`config.mk`:
```
export PLATFORM = sky130hd
export DESIGN_NAME = matmul_stream_sequencer
export DESIGN_NICKNAME = d
export VERILOG_FILES = /design/src/rtl/matmul_stream_sequencer.sv
export SDC_FILE = /design/constraint.sdc
export NUM_CORES = 1
export LEC_CHECK = 0
export CORE_ASPECT_RATIO = 1.5
export CORE_MARGIN = 2
export CORE_UTILIZATION = 43
export DETAILED_ROUTE_END_ITERATION = 10
export GPL_TIMING_DRIVEN = 1
export HOLD_SLACK_MARGIN = 0.02
export PLACE_DENSITY = 0.74
export RECOVER_POWER = 100
export SLEW_MARGIN = 20
export SYNTH_ARGS = -nofsm -noshare
export SYNTH_HDL_FRONTEND = slang
export SYNTH_SLANG_ARGS = --single-unit
```
`constraint.sdc`:
```
create_clock -name wishbone_clk_i -period 3.7 [get_ports wishbone_clk_i]
set_input_delay 0.37 -clock wishbone_clk_i [delete_from_list [all_inputs] [get_ports wishbone_clk_i]]
set_output_delay 0.37 -clock wishbone_clk_i [all_outputs]
set_load 0.02 [all_outputs]
```
`src/rtl/matmul_stream_sequencer.sv`:
```
// Purpose: Wishbone master that runs one complete matmul job on the accelerator slave (config, A, B, go, poll, C readout).
// Latency: at least 3 cycles per bus transaction (stb, ack, gap) plus slave compute time while polling in GO_RD.
// Backpressure: in_ready only when no write is in flight; each C read waits for the previous element's out handshake.
module matmul_stream_sequencer #(
   parameter int MAX_DIM = 15,
   parameter int DATA_W  = 32,
   parameter int TIMEOUT = 65535
) (
   input  logic              wishbone_clk_i,
   input  logic              wishbone_rst_i,
   input  logic              cfg_start,
   input  logic [3:0]        cfg_rows_a,
   input  logic [3:0]        cfg_cols_a,
   input  logic [3:0]        cfg_cols_b,
   input  logic              in_valid,
   output logic              in_ready,
   input  logic [DATA_W-1:0] in_data,
   output logic              out_valid,
   input  logic              out_ready,
   output logic [DATA_W-1:0] out_data,
   output logic              out_last,
   output logic [31:0]       wbm_addr_o,
   output logic              wbm_we_o,
   output logic [DATA_W-1:0] wbm_data_o,
   output logic              wbm_stb_o,
   input  logic              wbm_ack_i,
   input  logic [DATA_W-1:0] wbm_data_i,
   output logic              busy,
   output logic              done,
   output logic              error
);

   typedef enum logic [3:0] {
      S_IDLE, S_CFG_WR, S_A_WR, S_B_WR, S_GO_WR, S_GO_RD, S_C_RD, S_C_OUT, S_DONE, S_ERR
   } state_t;

   localparam int TW = (TIMEOUT > 1) ? $clog2(TIMEOUT + 1) : 1;

   logic              rst_meta_q, rst_q;
   state_t            state_q, state_d;
   logic [3:0]        rows_a_q, rows_a_d, cols_a_q, cols_a_d, cols_b_q, cols_b_d;
   logic [3:0]        row_q, row_d, col_q, col_d;
   logic [2:0]        idx_q, idx_d;
   logic [TW-1:0]     tmo_q, tmo_d;
   logic              stb_q, stb_d, we_q, we_d;
   logic [31:0]       addr_q, addr_d;
   logic [DATA_W-1:0] wdat_q, wdat_d, odat_q, odat_d;
   logic              olast_q, olast_d, busy_q, busy_d, done_q, done_d, err_q, err_d;

   logic              ack, col_end, last_elem, dims_bad;
   logic [3:0]        lim_r, lim_c;
   logic [DATA_W-1:0] op_val;

   // Reset asserts immediately but releases two clocks later, in step with the clock
   always_ff @(posedge wishbone_clk_i or posedge wishbone_rst_i) begin
      if (wishbone_rst_i) begin
         rst_meta_q <= 1'b1;
         rst_q      <= 1'b1;
      end else begin
         rst_meta_q <= 1'b0;
         rst_q      <= rst_meta_q;
      end
   end

   // Matrix extent walked by the row/col counters in the current phase, plus config register values
   always_comb begin
      lim_r = rows_a_q;
      lim_c = cols_a_q;
      if (state_q == S_B_WR) begin
         lim_r = cols_a_q;
         lim_c = cols_b_q;
      end else if (state_q == S_C_RD || state_q == S_C_OUT) begin
         lim_c = cols_b_q;
      end
      col_end   = (col_q == lim_c - 4'd1);
      last_elem = col_end && (row_q == lim_r - 4'd1);
      ack       = stb_q && wbm_ack_i;
      dims_bad  = (cfg_rows_a == 4'd0) || (cfg_cols_a == 4'd0) || (cfg_cols_b == 4'd0) ||
                  (int'(cfg_rows_a) > MAX_DIM) || (int'(cfg_cols_a) > MAX_DIM) ||
                  (int'(cfg_cols_b) > MAX_DIM);
      case (idx_q)
         3'd0:    op_val = DATA_W'(1);
         3'd1:    op_val = DATA_W'(cols_a_q);
         3'd2:    op_val = DATA_W'(rows_a_q);
         3'd3:    op_val = DATA_W'(cols_b_q);
         3'd4:    op_val = DATA_W'(cols_a_q);
         default: op_val = '0;
      endcase
   end

   // Job sequencer: next state, bus transaction control, counters and registered outputs
   always_comb begin
      state_d  = state_q;
      rows_a_d = rows_a_q;
      cols_a_d = cols_a_q;
      cols_b_d = cols_b_q;
      row_d    = row_q;
      col_d    = col_q;
      idx_d    = idx_q;
      stb_d    = stb_q;
      we_d     = we_q;
      addr_d   = addr_q;
      wdat_d   = wdat_q;
      odat_d   = odat_q;
      olast_d  = olast_q;
      err_d    = err_q;
      tmo_d    = '0;

      case (state_q)
         S_IDLE: begin
            if (cfg_start) begin
               rows_a_d = cfg_rows_a;
               cols_a_d = cfg_cols_a;
               cols_b_d = cfg_cols_b;
               row_d    = '0;
               col_d    = '0;
               idx_d    = '0;
               err_d    = dims_bad;
               state_d  = dims_bad ? S_ERR : S_CFG_WR;
            end
         end
         S_CFG_WR: begin
            if (!stb_q) begin
               stb_d  = 1'b1;
               we_d   = 1'b1;
               addr_d = {29'd0, idx_q};
               wdat_d = op_val;
            end else if (ack) begin
               stb_d = 1'b0;
               if (idx_q == 3'd4) begin
                  idx_d   = '0;
                  state_d = S_A_WR;
               end else begin
                  idx_d = idx_q + 3'd1;
               end
            end
         end
         S_A_WR, S_B_WR: begin
            if (!stb_q) begin
               if (in_valid) begin
                  stb_d  = 1'b1;
                  we_d   = 1'b1;
                  wdat_d = in_data;
                  addr_d = {(state_q == S_A_WR) ? 2'b01 : 2'b10, 11'd0, row_q, 11'd0, col_q};
               end
            end else if (ack) begin
               stb_d = 1'b0;
               if (last_elem) begin
                  row_d   = '0;
                  col_d   = '0;
                  state_d = (state_q == S_A_WR) ? S_B_WR : S_GO_WR;
               end else if (col_end) begin
                  col_d = '0;
                  row_d = row_q + 4'd1;
               end else begin
                  col_d = col_q + 4'd1;
               end
            end
         end
         S_GO_WR: begin
            if (!stb_q) begin
               stb_d  = 1'b1;
               we_d   = 1'b1;
               addr_d = 32'd5;
               wdat_d = '1;
            end else if (ack) begin
               stb_d   = 1'b0;
               state_d = S_GO_RD;
            end
         end
         S_GO_RD: begin
            // The slave holds off this ack until the multiplication has finished
            if (!stb_q) begin
               stb_d  = 1'b1;
               we_d   = 1'b0;
               addr_d = 32'd0;
            end else if (ack) begin
               stb_d   = 1'b0;
               row_d   = '0;
               col_d   = '0;
               state_d = S_C_RD;
            end
         end
         S_C_RD: begin
            if (!stb_q) begin
               stb_d  = 1'b1;
               we_d   = 1'b0;
               addr_d = {2'b11, 11'd0, row_q, 11'd0, col_q};
            end else if (ack) begin
               stb_d   = 1'b0;
               odat_d  = wbm_data_i;
               olast_d = last_elem;
               state_d = S_C_OUT;
            end
         end
         S_C_OUT: begin
            if (out_ready) begin
               olast_d = 1'b0;
               if (olast_q) begin
                  row_d   = '0;
                  col_d   = '0;
                  state_d = S_DONE;
               end else begin
                  state_d = S_C_RD;
                  if (col_end) begin
                     col_d = '0;
                     row_d = row_q + 4'd1;
                  end else begin
                     col_d = col_q + 4'd1;
                  end
               end
            end
         end
         S_DONE:  state_d = S_IDLE;
         S_ERR:   state_d = S_IDLE;
         default: state_d = S_IDLE;
      endcase

      // A transaction left unacknowledged for TIMEOUT cycles abandons the job
      if (stb_q && !wbm_ack_i) begin
         if (tmo_q == TW'(TIMEOUT - 1)) begin
            stb_d   = 1'b0;
            err_d   = 1'b1;
            state_d = S_ERR;
         end else begin
            tmo_d = tmo_q + TW'(1);
         end
      end

      done_d = (state_d == S_DONE);
      busy_d = !(state_d == S_IDLE || state_d == S_ERR || state_d == S_DONE);
   end

   // State and output registers
   always_ff @(posedge wishbone_clk_i or posedge rst_q) begin
      if (rst_q) begin
         state_q  <= S_IDLE;
         rows_a_q <= '0;
         cols_a_q <= '0;
         cols_b_q <= '0;
         row_q    <= '0;
         col_q    <= '0;
         idx_q    <= '0;
         tmo_q    <= '0;
         stb_q    <= 1'b0;
         we_q     <= 1'b0;
         addr_q   <= '0;
         wdat_q   <= '0;
         odat_q   <= '0;
         olast_q  <= 1'b0;
         busy_q   <= 1'b0;
         done_q   <= 1'b0;
         err_q    <= 1'b0;
      end else begin
         state_q  <= state_d;
         rows_a_q <= rows_a_d;
         cols_a_q <= cols_a_d;
         cols_b_q <= cols_b_d;
         row_q    <= row_d;
         col_q    <= col_d;
         idx_q    <= idx_d;
         tmo_q    <= tmo_d;
         stb_q    <= stb_d;
         we_q     <= we_d;
         addr_q   <= addr_d;
         wdat_q   <= wdat_d;
         odat_q   <= odat_d;
         olast_q  <= olast_d;
         busy_q   <= busy_d;
         done_q   <= done_d;
         err_q    <= err_d;
      end
   end

   assign in_ready   = (state_q == S_A_WR || state_q == S_B_WR) && !stb_q;
   assign out_valid  = (state_q == S_C_OUT);
   assign out_data   = odat_q;
   assign out_last   = olast_q;
   assign wbm_addr_o = addr_q;
   assign wbm_we_o   = we_q;
   assign wbm_data_o = wdat_q;
   assign wbm_stb_o  = stb_q;
   assign busy       = busy_q;
   assign done       = done_q;
   assign error      = err_q;

endmodule

```
======== Word level (Yosys, flattened, before mapping) ========
Cells that the tools add are included.
operators by class
  $add $sub $neg .......................... 6
  eq/ne operators ......................... 34
  muxes and demuxes ....................... 81
  reductions and logical operators ........ 38
operators with widths
  cell                                                 count
  two-way mux 32 bit                                   10
  case mux 32 bit (5 select lines)                     1
  two-way mux 4 bit                                    36
  case mux 32 bit (3 select lines)                     1
  case mux 4 bit (4 select lines)                      3
  != test 2 bit, second input constant                 17
  two-way mux 16 bit                                   2
  case mux 4 bit (7 select lines)                      1
  logical NOT 4 bit                                    5
  two-way mux 1 bit                                    17
  adder 16 x 1 -> 16 bit, second input constant        1
  equality test 16 bit, second input constant          1
  equality test 4 x 3 -> 1 bit, second input constant  4
  two-way mux 3 bit                                    5
  AND reduction 7 bit                                  2
  AND reduction 5 bit                                  2
  adder 4 x 1 -> 4 bit, second input constant          2
  equality test 4 x 2 -> 1 bit, second input constant  2
  equality test 4 bit                                  2
  equality test 4 bit, second input constant           2
  AND reduction 4 bit                                  2
  OR reduction 2 bit                                   4
  subtractor 4 x 1 -> 4 bit, second input constant     2
  equality test 3 x 2 -> 1 bit, second input constant  2
  other kinds (20)                                     33
word-level totals
  flip-flop bits (word level) ............. 147
  bits of input ports ..................... 82
  output and inout port bits .............. 104
  word-level logic and storage cells ...... 178

======== Longest topological paths before layout ========
  depth after elaboration ................. 17
  depth in mapped cells ................... 12
  depth with buffers taken out ............ 10

======== Least setup slack after synthesis ========
Ideal clock, no wire load.
  path kind ............................... flip-flop to flip-flop
  start ................................... reg state_q[3]
  end ..................................... reg state_q[2]
  setup time .............................. 77 ps
  arrival ................................. 2,513 ps
  required time ........................... 3,623 ps
  path slack .............................. 1,110 ps
  cell stages (with the launch flop) ...... 13
  buffers on the path ..................... 2
  clock period less this slack ............ 2,590 ps
  path through ............................ dfrtp_1 buf_6 and4bb_1 buf_6 mux2i_2 ha_1 xor2_1 xnor2_1 nor3_2 nand4_2 a21o_1 or3_1 a21oi_1
on the way
  cells in the longest elaborated chain, start to end .. 13
  elaborated cells between the ends (all ways) .. 25
  those cells by class .................... 2 x add/sub; 9 x eq/ne; 10 x mux; 4 x reduce/logical
RTL lines
  element                              RTL line  text
  from (decl)                          40        state_t state_q, state_d;
  from (signal assigned)               255       state_q <= state_d;
  equality test 4 x 3 -> 1 bit         72, 109
  logical OR 1 bit                     72        end else if (state_q == S_C_RD || state_q == S_C_OUT) begin
  two-way mux 4 bit                    72
  two-way mux 4 bit                    69        if (state_q == S_B_WR) begin
  subtractor 4 x 1 -> 4 bit            75        col_end = (col_q == lim_c - 4'd1);
  equality test 4 bit                  75
  logical AND 1 bit                    76        last_elem = col_end && (row_q == lim_r - 4'd1);
  two-way mux 4 bit                    148       if (last_elem) begin
  two-way mux 4 bit                    146       end else if (ack) begin
  two-way mux 4 bit                    139       if (!stb_q) begin
  case mux 4 bit (7 select lines) (*)  109       case (state_q)
  two-way mux 4 bit                    221       if (tmo_q == TW'(TIMEOUT - 1)) begin
  two-way mux 4 bit (*)                220       if (stb_q && !wbm_ack_i) begin
  net state_d[2]                       40
The timed path passes the listed nets; every way through them passes the cells marked *.
A chain may end at the register's enable or synchronous reset.

======== Worst setup path after layout ========
  start ................................... reg state_q[1]
  end ..................................... out in_ready
on the way
  cells in the longest elaborated chain, start to end .. 3
  elaborated cells between the ends (all ways) .. 4
  those cells by class .................... 2 x eq/ne; 2 x reduce/logical
RTL lines
  element                       RTL line  text
  equality test 4 x 2 -> 1 bit  275       assign in_ready = (state_q == S_A_WR || state_q == S_B_WR) && !stb_q;
  logical OR 1 bit (*)          275
  logical AND 1 bit (*)         275
  to (decl)                     16        output logic in_ready,
Every way passes the cells marked *; elsewhere a longest branch is shown, timed or not.

==> impl_metrics.csv <==
group,metric,value,unit
finish,fin_nets,859,
yosys,netlist_instances,613,
yosys,ys.flop_type,"dfrtp_1",
yosys,synth_area,6360,um^2
timing,fin_tns_setup,0,ps
place,dp_worst_setup_slack,541,ps
die,core_area,14500,um^2
route,via_per_inst,5.30,
critical_path,arrival,2980,ps
run,max_cap_viol_count,1,
yosys,yosysWarnings,0,
timing,rsz0062_at_grt,"false",
clocking,htree_levels,4,
yosys,yosysSeqAreaShare,49.2,%
grt,grtUsageTotal,21.2,%
die,rows,54,
power_and_ir_drop,swShare,34.7,%
power_and_ir_drop,p_int,3.24,mW
grt,first_global_vias,5325,
route,drtAntennaViolNets,0,
critical_path,end_kind,"primary output",
grt,overflow,0,
hold_path,hp-class,"reg -> reg",
timing,fin_crit_sh,90.6,%
clocking,cts_sinks,125,
grt,antenna_found_initial,1,
die,die-area,15800,um^2
grt,grt_pass1_wl,26000,um
clocking,tritoncts,"done",
timing,setup_slack,348,ps
finish,fill_cells,1249,
power_and_ir_drop,powerDensity,580,nW/um^2
timing,maxSlewHeadroom,-65.2,%
yosys,ys_types,72,
timing,setup_viol,0,
timing,fmax,298,MHz
route,vias,5181,
critical_path,start_kind,"flop",
route,wl_per_cell,16.7,um
yosys,ys_async_sr_fraction,100,%
route,drt_pass1_iterations,7,
yosys,synth-edff-count,0,
status,status,"complete, but fails checks",
yosys,syn_avg_cell_area,10.4,um^2
clocking,post_cts_buffers,0,
status,violations,"capacitance limit, slew limit",
die,fp.dieW,103,um
clocking,clockBufferDepth,2,
power_and_ir_drop,power.total,4.96,mW
finish,area_growth,34.3,%
timing,timing.final.crit_period,3350,ps
timing,finalHoldViolCount,0,
finish,drive_above_1_share,12.9,%
route,wirelength,16300,um
clocking,hold_buffers,0,
timing,slew_viol_final,56,
die,die_height,153,um
place,place_congestion,0.882,
die,ios,186,
power_and_ir_drop,vdd_drop_max,0.000315,V
timing,worstMarginPinSlew,2460,ps
clocking,cts_buffers,17,
die,initial_core_util,43.8,%
critical_path,worstSetupPathType,"reg -> out",
place,dp_hpwl,11900,um
power_and_ir_drop,switchingPower,1.72,mW
power_and_ir_drop,power_frac_seq,36.2,%
finish,multi_input_area,2840,um^2
power_and_ir_drop,comb_power_share,31.0,%
clocking,clock-root-buffer,"clkbuf_16",
critical_path,crit_required,3330,ps
power_and_ir_drop,pwr-share-clk,32.9,%
place,port-buffer-count,163,
route,drtIter0Drc,409,
yosys,ys_ff_latch,125,
timing,fin_skew,9.12,ps
finish,ff_latch_area,3130,um^2
power_and_ir_drop,p_leak,4.01,nW
clocking,cts.repair.resized,0,
grt,grt_max_degree,66,
critical_path,cp_max_fo,20,
clocking,clk_pin_slew_worst_paths,60,ps
clocking,clk_latency,420,ps
route,route.detailed.drc,0,
## metrics by stage
step	hold slack (ps)	cells	area, um^2	utilization [%]
4_1_cts	267	976	8600	59.2
3_5_place_dp	349	944	8010	55.1
2_1_floorplan	282	635	6450	-
6_report	356	977	8550	58.9
3_3_place_gp	348	944	8010	55.1
5_1_grt	363	977	8550	58.9
## worst paths after layout
path	cells after the start	slack, ps	endpoint	from
worst min-delay path	0	360	rst_q	rst_meta_q
max in group asynchronous	2	1050	out_data[0]	rst_q
min in group asynchronous	2	410	rst_q	wishbone_rst_i
worst max-delay path	4	350	in_ready	state_q[1]
worst min register to register	0	360	rst_q	rst_meta_q
worst max register to register	10	380	state_q[2]	state_q[1]
## synthesized netlist by cell type (all sizes together) (5+ instances only)
library cell  number  area (um^2)
nand2             72          270
xor2              13          114
nand4              6         43.8
nand3             16         85.1
nor2b              8         57.6
and3               9         56.3
buf               32          260
dfrtp            123         3080
nor3               9         50.1
clkbuf            27          131
o211ai             6         45.0
o21ai             55          283
nand2b             6         37.5
mux2              44          495
inv               17         63.8
ha                10          125
mux2i              7         98.8
nor2              33          124
a21oi             36          184
xnor2             10         87.6
a22o               5         43.8
## critical path: stages, from the launching register on
cell	delay, ps
dfrtp_1	720
nor2b_1	740
nand2b_1	250
nor2_1	220
clkdlybuf4s50_1	640
## routing by layer
layer | global-route usage, % | part of all wire [%] | routed length, um | vias up
li1 | - | - | - | 2442
met1 | 23.7 | 37 | 6010 | 2479
met2 | 36.5 | 53 | 8670 | 206
met3 | 4.62 | 5.9 | 957 | 54
met4 | 11.5 | 4.1 | 667 | 0
met5 | 0 | 0 | 0 | -
## cell usage in the layout (no fill, tap or decap), types with 4 or more instances in the layout
master and n:
a21oi_1 36, a221oi_1 4, a22o_1 5, and3_1 9, buf_4 4, clkbuf_16 17, clkbuf_2 4, clkdlybuf4s50_1 80
clkinv_4 4, conb_1 23, dfrtp_1 123, dlygate4sd3_1 83, ha_1 10, inv_1 16, inv_6 6, mux2_2 43
mux2i_1 6, nand2_1 72, nand2b_1 6, nand3_1 15, nand4_1 6, nand4b_1 4, nor2_1 32, nor2b_1 8
nor3_1 7, nor4_1 4, o211ai_1 6, o21ai_0 51, o22ai_1 4, or3_1 4, xnor2_1 10, xor2_1 13
## power by group through the flow
stage	logic, mW	clock network, mW	registers [mW]
after floorplan	0.721	0	2.07
after global placement	1.60	0	1.81
after detailed placement	1.64	0	1.83
after CTS	1.65	1.66	1.80
after global routing	1.69	1.73	1.82
final	1.54	1.63	1.79
## area by class of cell
type,count,area share (%)
flip-flops and latches,125,36.6
multi-input cells,434,33.2
well taps,196,2.87
inverters,17,0.761
repair buffers,172,19.7
diodes,1,0.0293
clock buffers,18,5.14
clock inverters,14,1.73
## registers in the layout (all words and copies together), names as in the netlist
signal	count
out_data	32
col_q	4
error	1
state_q	4
cols_a_q	4
out_last	1
wbm_we_o	1
idx_q	3
rows_a_q	4
cols_b_q	4
wbm_addr_o	10
wbm_stb_o	1
rst_q	1
done	1
rst_meta_q	1
tmo_q	16
busy	1
row_q	4
wbm_data_o	32
## cell families (layout without fill, tap and decap cells)
logic type / after synthesis / after routing / synth area share [%]
and+or+nand+nor: 186 / 186 / 14.7
AOI/OAI and AO/OA: 141 / 141 / 14.4
DFF: 125 / 125 / 49.2
buffers and inverters: 76 / 221 / 7.16
muxes: 51 / 51 / 9.34
xor gates and xnor gates: 23 / 23 / 3.16
adders and majority gates: 10 / 10 / 1.97
other: 1 / 24 / 0.0589
(Power assumes the default switching activity.)
